<file path="src/rtl/ack_responder_if.sv">
// rtl/ack_responder_if.sv - rx header / tx ack handshake bundle for ack_responder
interface ack_responder_if #(
  parameter int NODE_ID_WIDTH = 8,
  parameter int SEQ_WIDTH     = 8
);
  logic                     rx_valid;
  logic                     rx_ready;
  logic [NODE_ID_WIDTH-1:0] rx_src;
  logic [NODE_ID_WIDTH-1:0] rx_dst;
  logic [SEQ_WIDTH-1:0]     rx_seq;
  logic                     rx_ack_req;
  logic                     rx_is_ack;
  logic                     tx_valid;
  logic                     tx_ready;
  logic [NODE_ID_WIDTH-1:0] tx_src;
  logic [NODE_ID_WIDTH-1:0] tx_dst;
  logic [SEQ_WIDTH-1:0]     tx_seq;

  modport master (
    output rx_valid, rx_src, rx_dst, rx_seq, rx_ack_req, rx_is_ack, tx_ready,
    input  rx_ready, tx_valid, tx_src, tx_dst, tx_seq
  );

  modport slave (
    input  rx_valid, rx_src, rx_dst, rx_seq, rx_ack_req, rx_is_ack, tx_ready,
    output rx_ready, tx_valid, tx_src, tx_dst, tx_seq
  );
endinterface

</file>
<file path="src/rtl/ack_responder.sv">
// rtl/ack_responder.sv - queues acks for unicast ack-requesting headers addressed to this node
module ack_responder #(
  parameter int NODE_ID_WIDTH = 8,
  parameter int SEQ_WIDTH     = 8,
  parameter int DEPTH         = 4
) (
  input  logic                     clk,
  input  logic                     rst_n,
  input  logic [NODE_ID_WIDTH-1:0] node_id,
  ack_responder_if.slave           bus,
  output logic [15:0]              ack_count,
  output logic [7:0]               drop_count
);
  localparam int AW = $clog2(DEPTH);
  localparam logic [AW:0] C_FULL = (AW+1)'(DEPTH);

  logic [NODE_ID_WIDTH-1:0] r_nid_mem [DEPTH];
  logic [NODE_ID_WIDTH-1:0] r_src_mem [DEPTH];
  logic [SEQ_WIDTH-1:0]     r_seq_mem [DEPTH];
  logic [AW-1:0]            r_wptr;
  logic [AW-1:0]            r_rptr;
  logic [AW:0]              r_count;
  logic [15:0]              r_ack_count;
  logic [7:0]               r_drop_count;

  logic          w_qualify;
  logic          w_pop;
  logic          w_full;
  logic          w_dup;
  logic          w_push;
  logic          w_drop;
  logic [AW-1:0] w_last_idx;

  assign w_qualify = bus.rx_valid && bus.rx_ack_req && !bus.rx_is_ack
                     && (bus.rx_dst == node_id) && (bus.rx_dst != '1);
  assign w_pop      = bus.tx_valid && bus.tx_ready;
  assign w_full     = (r_count == C_FULL);
  assign w_last_idx = r_wptr - 1'b1;

  // The newest entry is the one at wptr-1; once it is popped as the sole entry it no longer suppresses.
  assign w_dup = (r_count != '0) && !(w_pop && r_count == (AW+1)'(1))
                 && (r_src_mem[w_last_idx] == bus.rx_src)
                 && (r_seq_mem[w_last_idx] == bus.rx_seq);

  assign w_push = w_qualify && !w_dup && (!w_full || w_pop);
  assign w_drop = w_qualify && !w_dup && w_full && !w_pop;

  assign bus.rx_ready = 1'b1;
  assign bus.tx_valid = (r_count != '0);
  assign bus.tx_src   = r_nid_mem[r_rptr];
  assign bus.tx_dst   = r_src_mem[r_rptr];
  assign bus.tx_seq   = r_seq_mem[r_rptr];
  assign ack_count    = r_ack_count;
  assign drop_count   = r_drop_count;

  always_ff @(posedge clk) begin
    if (w_push) begin
      r_nid_mem[r_wptr] <= node_id;
      r_src_mem[r_wptr] <= bus.rx_src;
      r_seq_mem[r_wptr] <= bus.rx_seq;
    end
  end

  always_ff @(posedge clk or negedge rst_n) begin
    if (!rst_n) begin
      r_wptr       <= '0;
      r_rptr       <= '0;
      r_count      <= '0;
      r_ack_count  <= '0;
      r_drop_count <= '0;
    end else begin
      if (w_push) r_wptr <= r_wptr + 1'b1;
      if (w_pop)  r_rptr <= r_rptr + 1'b1;
      if (w_push && !w_pop)      r_count <= r_count + 1'b1;
      else if (w_pop && !w_push) r_count <= r_count - 1'b1;
      if (w_pop && r_ack_count != 16'hFFFF) r_ack_count  <= r_ack_count + 16'd1;
      if (w_drop && r_drop_count != 8'hFF)  r_drop_count <= r_drop_count + 8'd1;
    end
  end
endmodule

</file>
<file path="src/flat_wrapper.sv">
// flat-port wrapper written by rule: the top's interface ports become plain ports
module ack_responder_flat 
#(
  parameter int NODE_ID_WIDTH = 8,
  parameter int SEQ_WIDTH     = 8,
  parameter int DEPTH         = 4
)
  (clk, rst_n, node_id, ack_count, drop_count, bus_rx_valid, bus_rx_src, bus_rx_dst, bus_rx_seq, bus_rx_ack_req, bus_rx_is_ack, bus_tx_ready, bus_rx_ready, bus_tx_valid, bus_tx_src, bus_tx_dst, bus_tx_seq);
  ack_responder_if #(.NODE_ID_WIDTH(NODE_ID_WIDTH), .SEQ_WIDTH(SEQ_WIDTH)) bus_i ();
  input  logic clk;
  input  logic rst_n;
  input  logic [NODE_ID_WIDTH-1:0] node_id;
  output logic [15:0] ack_count;
  output logic [7:0] drop_count;
  input wire logic [$bits(bus_i.rx_valid)-1:0] bus_rx_valid;
  input wire logic [$bits(bus_i.rx_src)-1:0] bus_rx_src;
  input wire logic [$bits(bus_i.rx_dst)-1:0] bus_rx_dst;
  input wire logic [$bits(bus_i.rx_seq)-1:0] bus_rx_seq;
  input wire logic [$bits(bus_i.rx_ack_req)-1:0] bus_rx_ack_req;
  input wire logic [$bits(bus_i.rx_is_ack)-1:0] bus_rx_is_ack;
  input wire logic [$bits(bus_i.tx_ready)-1:0] bus_tx_ready;
  output wire logic [$bits(bus_i.rx_ready)-1:0] bus_rx_ready;
  output wire logic [$bits(bus_i.tx_valid)-1:0] bus_tx_valid;
  output wire logic [$bits(bus_i.tx_src)-1:0] bus_tx_src;
  output wire logic [$bits(bus_i.tx_dst)-1:0] bus_tx_dst;
  output wire logic [$bits(bus_i.tx_seq)-1:0] bus_tx_seq;
  assign bus_i.rx_valid = bus_rx_valid;
  assign bus_i.rx_src = bus_rx_src;
  assign bus_i.rx_dst = bus_rx_dst;
  assign bus_i.rx_seq = bus_rx_seq;
  assign bus_i.rx_ack_req = bus_rx_ack_req;
  assign bus_i.rx_is_ack = bus_rx_is_ack;
  assign bus_i.tx_ready = bus_tx_ready;
  assign bus_rx_ready = bus_i.rx_ready;
  assign bus_tx_valid = bus_i.tx_valid;
  assign bus_tx_src = bus_i.tx_src;
  assign bus_tx_dst = bus_i.tx_dst;
  assign bus_tx_seq = bus_i.tx_seq;
  ack_responder #(.NODE_ID_WIDTH(NODE_ID_WIDTH), .SEQ_WIDTH(SEQ_WIDTH), .DEPTH(DEPTH)) u_core (.clk(clk), .rst_n(rst_n), .node_id(node_id), .bus(bus_i), .ack_count(ack_count), .drop_count(drop_count));
endmodule
</file>
<file path="config.mk">
export PLATFORM = sky130hd
export DESIGN_NAME = ack_responder_flat
export DESIGN_NICKNAME = d
export VERILOG_FILES = /design/src/rtl/ack_responder_if.sv /design/src/rtl/ack_responder.sv /design/src/flat_wrapper.sv
export SDC_FILE = /design/constraint.sdc
export NUM_CORES = 1
export LEC_CHECK = 0
export CORE_ASPECT_RATIO = 1.2
export CORE_UTILIZATION = 33
export DETAILED_ROUTE_END_ITERATION = 8
export DONT_BUFFER_PORTS = 1
export PLACE_DENSITY = 0.53
export SLEW_MARGIN = 0
export SYNTH_ARGS = -nofsm -noshare
export SYNTH_HDL_FRONTEND = slang
export SYNTH_SLANG_ARGS = --single-unit
</file>
<file path="constraint.sdc">
create_clock -name clk -period 11.6 [get_ports clk]
set_clock_uncertainty 0.1 [all_clocks]
set_input_delay 2.32 -clock clk [delete_from_list [all_inputs] [get_ports clk]]
set_output_delay 2.32 -clock clk [all_outputs]
set_load 0.1 [all_outputs]
</file>
Yosys cells after proc, flatten, opt, wreduce, memory -nomap -nowiden
Memory sizes are Yosys's and may differ from the RTL's.
Cells that the tools add are included.

operators by class
  $add $sub $neg = 7
  eq/ne operators = 8
  reduce and logical (&&, ||, !) cells = 26
  multiplexer cells = 4

operators by type and width
  cell                                                                 number
  8-bit == test                                                        3
  1-bit logical AND                                                    17
  16-bit by 1-bit adder with 16-bit output (second input constant)     1
  16-bit inequality test (second input constant)                       1
  8-bit inequality test (second input constant)                        2
  8-bit by 1-bit adder with 8-bit output (second input constant)       1
  1-bit zero test                                                      6
  3-bit two-way mux                                                    2
  2-bit by 1-bit adder with 2-bit output (second input constant)       2
  3-bit by 1-bit adder with 3-bit output (second input constant)       1
  3-bit by 1-bit == test with 1-bit output (second input constant)     1
  3-bit == test (second input constant)                                1
  3-bit nonzero test                                                   1
  3-bit by 1-bit subtractor with 3-bit output (second input constant)  1
  1-bit two-way mux                                                    2
  2-bit nonzero test                                                   1
  2-bit by 1-bit subtractor with 2-bit output (second input constant)  1
  1-bit logical OR                                                     1

word-level totals
  logic and storage cells = 53
  memory bits (writable) = 96
  memories kept = 3
  input bits = 38
  flip-flop bits (word level) = 31

memories
  memory            words  bits a word  rd ports  clocked after memory_dff  wr ports  RTL line             source
  u_core.r_nid_mem  4      8            1         0                         1         ack_responder.sv:17  logic [NODE_ID_WIDTH-1:0] r_nid_mem [DEPTH];
  u_core.r_seq_mem  4      8            2         0                         1         ack_responder.sv:19  logic [SEQ_WIDTH-1:0] r_seq_mem [DEPTH];
  u_core.r_src_mem  4      8            2         0                         1         ack_responder.sv:18  logic [NODE_ID_WIDTH-1:0] r_src_mem [DEPTH];

Logic depth before layout (Yosys ltp)
  word-level depth = 14
  depth in mapped cells = 15
  gate-level depth less buffers = 12

Worst setup path before layout
OpenSTA, ideal clock, no wires.

  kind = flip-flop to output port
  from = register u_core.r_rptr[0]
  to = output bus_tx_dst[6]
  path buffers = 3
  setup slack = 7.086 ns
  stages on the path, launching flop included = 5
  arrival time = 2.094 ns
  cells stage by stage = dfrtp_1 > clkbuf_1 > clkbuf_1 > buf_1 > mux4_2

on the way
  longest elaborated chain between the ends = 1

RTL lines
  element                 RTL line             source
  from (decl)             ack_responder.sv:21  logic [AW-1:0] r_rptr;
  from (signal assigned)  ack_responder.sv:73  if (w_pop) r_rptr <= r_rptr + 1'b1;
  memory 4 x 8 bit        n/a
  to (decl)               flat_wrapper.sv:25   output wire logic [$bits(bus_i.tx_dst)-1:0] bus_tx_dst;

Every way passes these cells.

Final worst setup path
  from = register u_core.r_wptr[0]
  to = memory u_core.r_seq_mem[2][6], enable pin

on the way
  longest elaborated chain between the ends = 10
  elaborated cells between the ends (all ways) = 12

RTL lines
  element                                        RTL line             source
  from (decl)                                    ack_responder.sv:20  logic [AW-1:0] r_wptr;
  from (signal assigned)                         ack_responder.sv:72  if (w_push) r_wptr <= r_wptr + 1'b1;
  2-bit by 1-bit subtractor with 2-bit output *  ack_responder.sv:38  assign w_last_idx = r_wptr - 1'b1;
  net u_core.w_last_idx[0]                       ack_responder.sv:32  logic [AW-1:0] w_last_idx;
  memory 4 x 8 bit                               n/a
  8-bit == test                                  ack_responder.sv:42  && (r_src_mem[w_last_idx] == bus.rx_src)
  1-bit logical AND                              ack_responder.sv:42
  1-bit logical AND *                            ack_responder.sv:43  && (r_seq_mem[w_last_idx] == bus.rx_seq);
  1-bit zero test *                              ack_responder.sv:45  assign w_push = w_qualify && !w_dup && (!w_full || w_pop);
  1-bit logical AND * (2 in series)              ack_responder.sv:45
  1-bit two-way mux *                            ack_responder.sv:57  if (w_push) begin
  1-bit two-way mux (not written as such) *      ack_responder.sv:60  r_seq_mem[r_wptr] <= bus.rx_seq;
  to (decl)                                      ack_responder.sv:19

Mark *: on every way through the listed nets, which the timed path passes. The rest lies on a longest branch.

==> metrics.md <==
| Metric | Value |
|---|---|
| Status | `completed` |
| DP Worst Slack | `just over 6 ns` |
| PostCTS Resize Cnt | `0` |
| Post-route ant nets | `0` |
| Clock Path Buffers | `2` |
| Pwr Density | `roughly 260 nW/µm²` |
| R2r endpoint | `u_core.r_seq_mem[2][6]` |
| Design Power | `around 1.7 mW` |
| Root buf cell | `clkbuf_16` |
| Max_cap viols | `0` |
| DRT iter0 DRCs | `approximately 140` |
| Core area | `about 17000 µm²` |
| CTS tree | `yes` |
| Syn_area_per_cell | `17.1 µm²` |
| Share of cells above drive strength 1 | `0.207` |
| Vias in the first global route | `around 3200` |
| Synthesis-stage register bit count | `between 100 and 150` |
| Total grt overflow | `0` |
| Largest cells by area after synthesis | `edfxtp_1, dfrtp_1, mux4_2` |
| Arr. time, crit path | `approximately 5.3 ns` |
| Worst r2r src | `u_core.r_wptr[0]` |
| # clock sinks | `approximately 130` |
| Routability congestion estimate | `between 0.7 and 0.8` |
| Final Max Tran Viols | `0` |
| Post CTS Setup Buffer Count | `0` |
| Initial Utilization | `0.340` |
| Seq/Total Area, Yosys | `0.632` |
| Ant. Diodes | `0` |
| Die Height | `147 µm` |
| Most common library cells after synthesis | `edfxtp_1, dfrtp_1, mux4_2` |
| DR vias | `2931` |
| Avg WL per Cell | `between 20 and 25 µm` |
| Final min period | `roughly 5.2 ns` |
| Die ar. | `18100 µm²` |
| WHS Endpoint | `u_core.r_rptr[0]` |
| Most frequent cell after synthesis | `edfxtp_1` |
| Synth Flop Type | `edfxtp_1` |
| P_leak | `about 2.4 nW` |
| Hold Startpoint | `u_core.r_rptr[0]` |
| Cts hold-fix bufs | `0` |
| Pre-Repair DR Iteration Count | `4` |
| Post-synth ARST share | `0.244` |
| Worst hold slack | `a little under 0.4 ns` |
| R2R cell count | `10` |
| Fin crit share | `0.447` |
| Fillers | `1565` |
| Worst-Margin Slew | `1.14 ns` |
| Post-route setup TNS | `0 ns` |
| Worst-path maximum fanout | `22` |
| Antenna violations before repair | `0` |
| Slew headroom | `0.240` |
| Post-DP HPWL | `8010 µm` |
| Area Growth Syn to Fin | `14.1%` |
| YS warnings | `0` |
| Hold Path Cell Cnt | `1` |
| Worst hold path class | `flip-flop to flip-flop` |
| Clk slew on worst S/H paths | `about 0.06 ns` |
| Crit path required time | `between 10 and 15 ns` |
| CTS Buf Count | `17` |
| I/O pins | `between 80 and 90` |
| Vias/cell | `between 5 and 6` |
| Mapped Area | `about 5800 µm²` |
| Unrepaired setup endpoints after global routing | `no` |
| First-pass GRT wire length | `about 18000 µm` |
| Origin of the worst setup path | `u_core.r_wptr[0]` |
| Synth top area share | `0.498` |
| Post-Syn Nets | `roughly 390` |
| Synth Instances | `~340` |
| Largest net degree at the start of global routing | `32` |
| Final net count | `399` |
| H-tree depth | `4` |
| Total track usage | `0.142` |
| Peak Freq | `between 150 and 200 MHz` |
| WL final | `11700 µm` |
| Internal reg-to-reg setup slack | `between 6 and 7 ns` |
| Number of flops mapped to enable cells by yosys | `96` |
| IO Port Bufs | `0` |
| CP startpoint kind | `flip-flop` |
| Crit path capture type | `flip-flop` |
| Reg area | `3660 µm²` |
| CP Class | `flip-flop to flip-flop` |
| Footprint of the multi-input gates | `between 2000 and 2500 µm²` |
| Clk_lat worst skew | `~0.42 ns` |
| Max VDD drop | `~0.16 mV` |
| Hold Fails Final Rpt | `0` |
| Final setup violation count | `0` |
| Distinct cells, synth | `42` |
| Post-synth top area cell | `edfxtp_1` |
| DRC | `0` |
| Rows | `52` |
| Post-route setup slack | `between 6 and 7 ns` |
| Die width | `between 100 and 150 µm` |
-- worst max-delay path, cell delays in order, from the launching register on --
cell	delay, ns
dfrtp_1	0.98
inv_1	0.22
ha_1	1.09
mux4_2	0.43
xor2_1	0.16
nor4_2	0.26
nand4_1	0.20
nor4_4	0.57
nor3b_2	0.20
and2_1	0.40
buf_4	0.31
-- metrics by stage --
| step | instances | util | instance area (µm²) |
|---|---|---|---|
| finish | 579 | 0.388 | 6610 |
| global route | 579 | 0.388 | 6610 |
| CTS | 579 | 0.388 | 6610 |
| detailed placement | 547 | 0.354 | 6040 |
| global placement | 547 | 0.354 | 6040 |
| floorplan | 339 | - | 5790 |
-- layout by cell type, fill, tap and decap left out, types with 3 or more instances in the layout --
cell,n
dfrtp_1,31
nor4_1,6
clkinvlp_4,5
xnor2_1,25
and2_1,6
nand4_1,9
buf_4,6
edfxtp_1,96
mux2i_1,11
and3_1,7
mux4_2,31
nand2_1,7
inv_1,5
mux4_1,4
xor2_1,30
o21ai_0,4
nand3_1,10
inv_6,3
clkbuf_16,17
clkinv_4,3
nor2_1,9
ha_1,11
-- power by group --
group	leakage [nW]	switching (mW)	internal [mW]
combinational	0.890	0.444	0.121
clock	0.261	0.203	0.298
sequential	1.27	0.112	0.508
-- flip-flops by register name, indices dropped and copies added, names as in the netlist --
name,count
u_core.r_wptr,2
u_core.r_rptr,2
u_core.ack_count,16
u_core.r_src_mem,32
u_core.r_seq_mem,32
u_core.r_count,3
u_core.drop_count,8
u_core.r_nid_mem,32
-- final cells by class --
cell class,count,share of cell area
sequential,127,0.554
tap,216,0.0409
clock inverter,14,0.0206
timing repair buffer,6,0.00682
inverter,5,0.00284
clock buffer,18,0.0650
multi-input combinational,193,0.310
-- worst max path at each step --
stage,endpoint,slack [ns],cells past startpoint
final,u_core.r_seq_mem[2][6],6.41,10
after floorplan,bus_tx_dst[6],7.09,4
after detailed placement,u_core.r_nid_mem[2][3],6.23,10
after global placement,u_core.r_nid_mem[2][6],6.28,10
after CTS,u_core.r_seq_mem[2][6],6.21,10
after global routing,u_core.r_seq_mem[2][6],5.96,10
-- cell families (layout without fill, tap and decap cells) --
| group | after synthesis | in the layout | synth area share |
|---|---|---|---|
| AO/OA/AOI/OAI | 12 | 12 | 0.0138 |
| XOR/XNOR | 55 | 55 | 0.0832 |
| adder cells (fa/ha/maj) | 11 | 11 | 0.0238 |
| buffers and inverters | 19 | 43 | 0.0147 |
| flip-flops | 127 | 127 | 0.632 |
| multiplexers | 49 | 49 | 0.164 |
| other | 1 | 1 | 0.000647 |
| AND/OR/NAND/NOR | 65 | 65 | 0.0680 |
-- metal layers --
metal,up-vias,track usage,wire length [µm]
li1,1345,-,-
met1,1499,0.171,4720
met2,77,0.223,6070
met3,10,0.0637,788
met4,0,0.0476,131
met5,-,0,0
No activity file was read; power rests on OpenSTA's default activity.
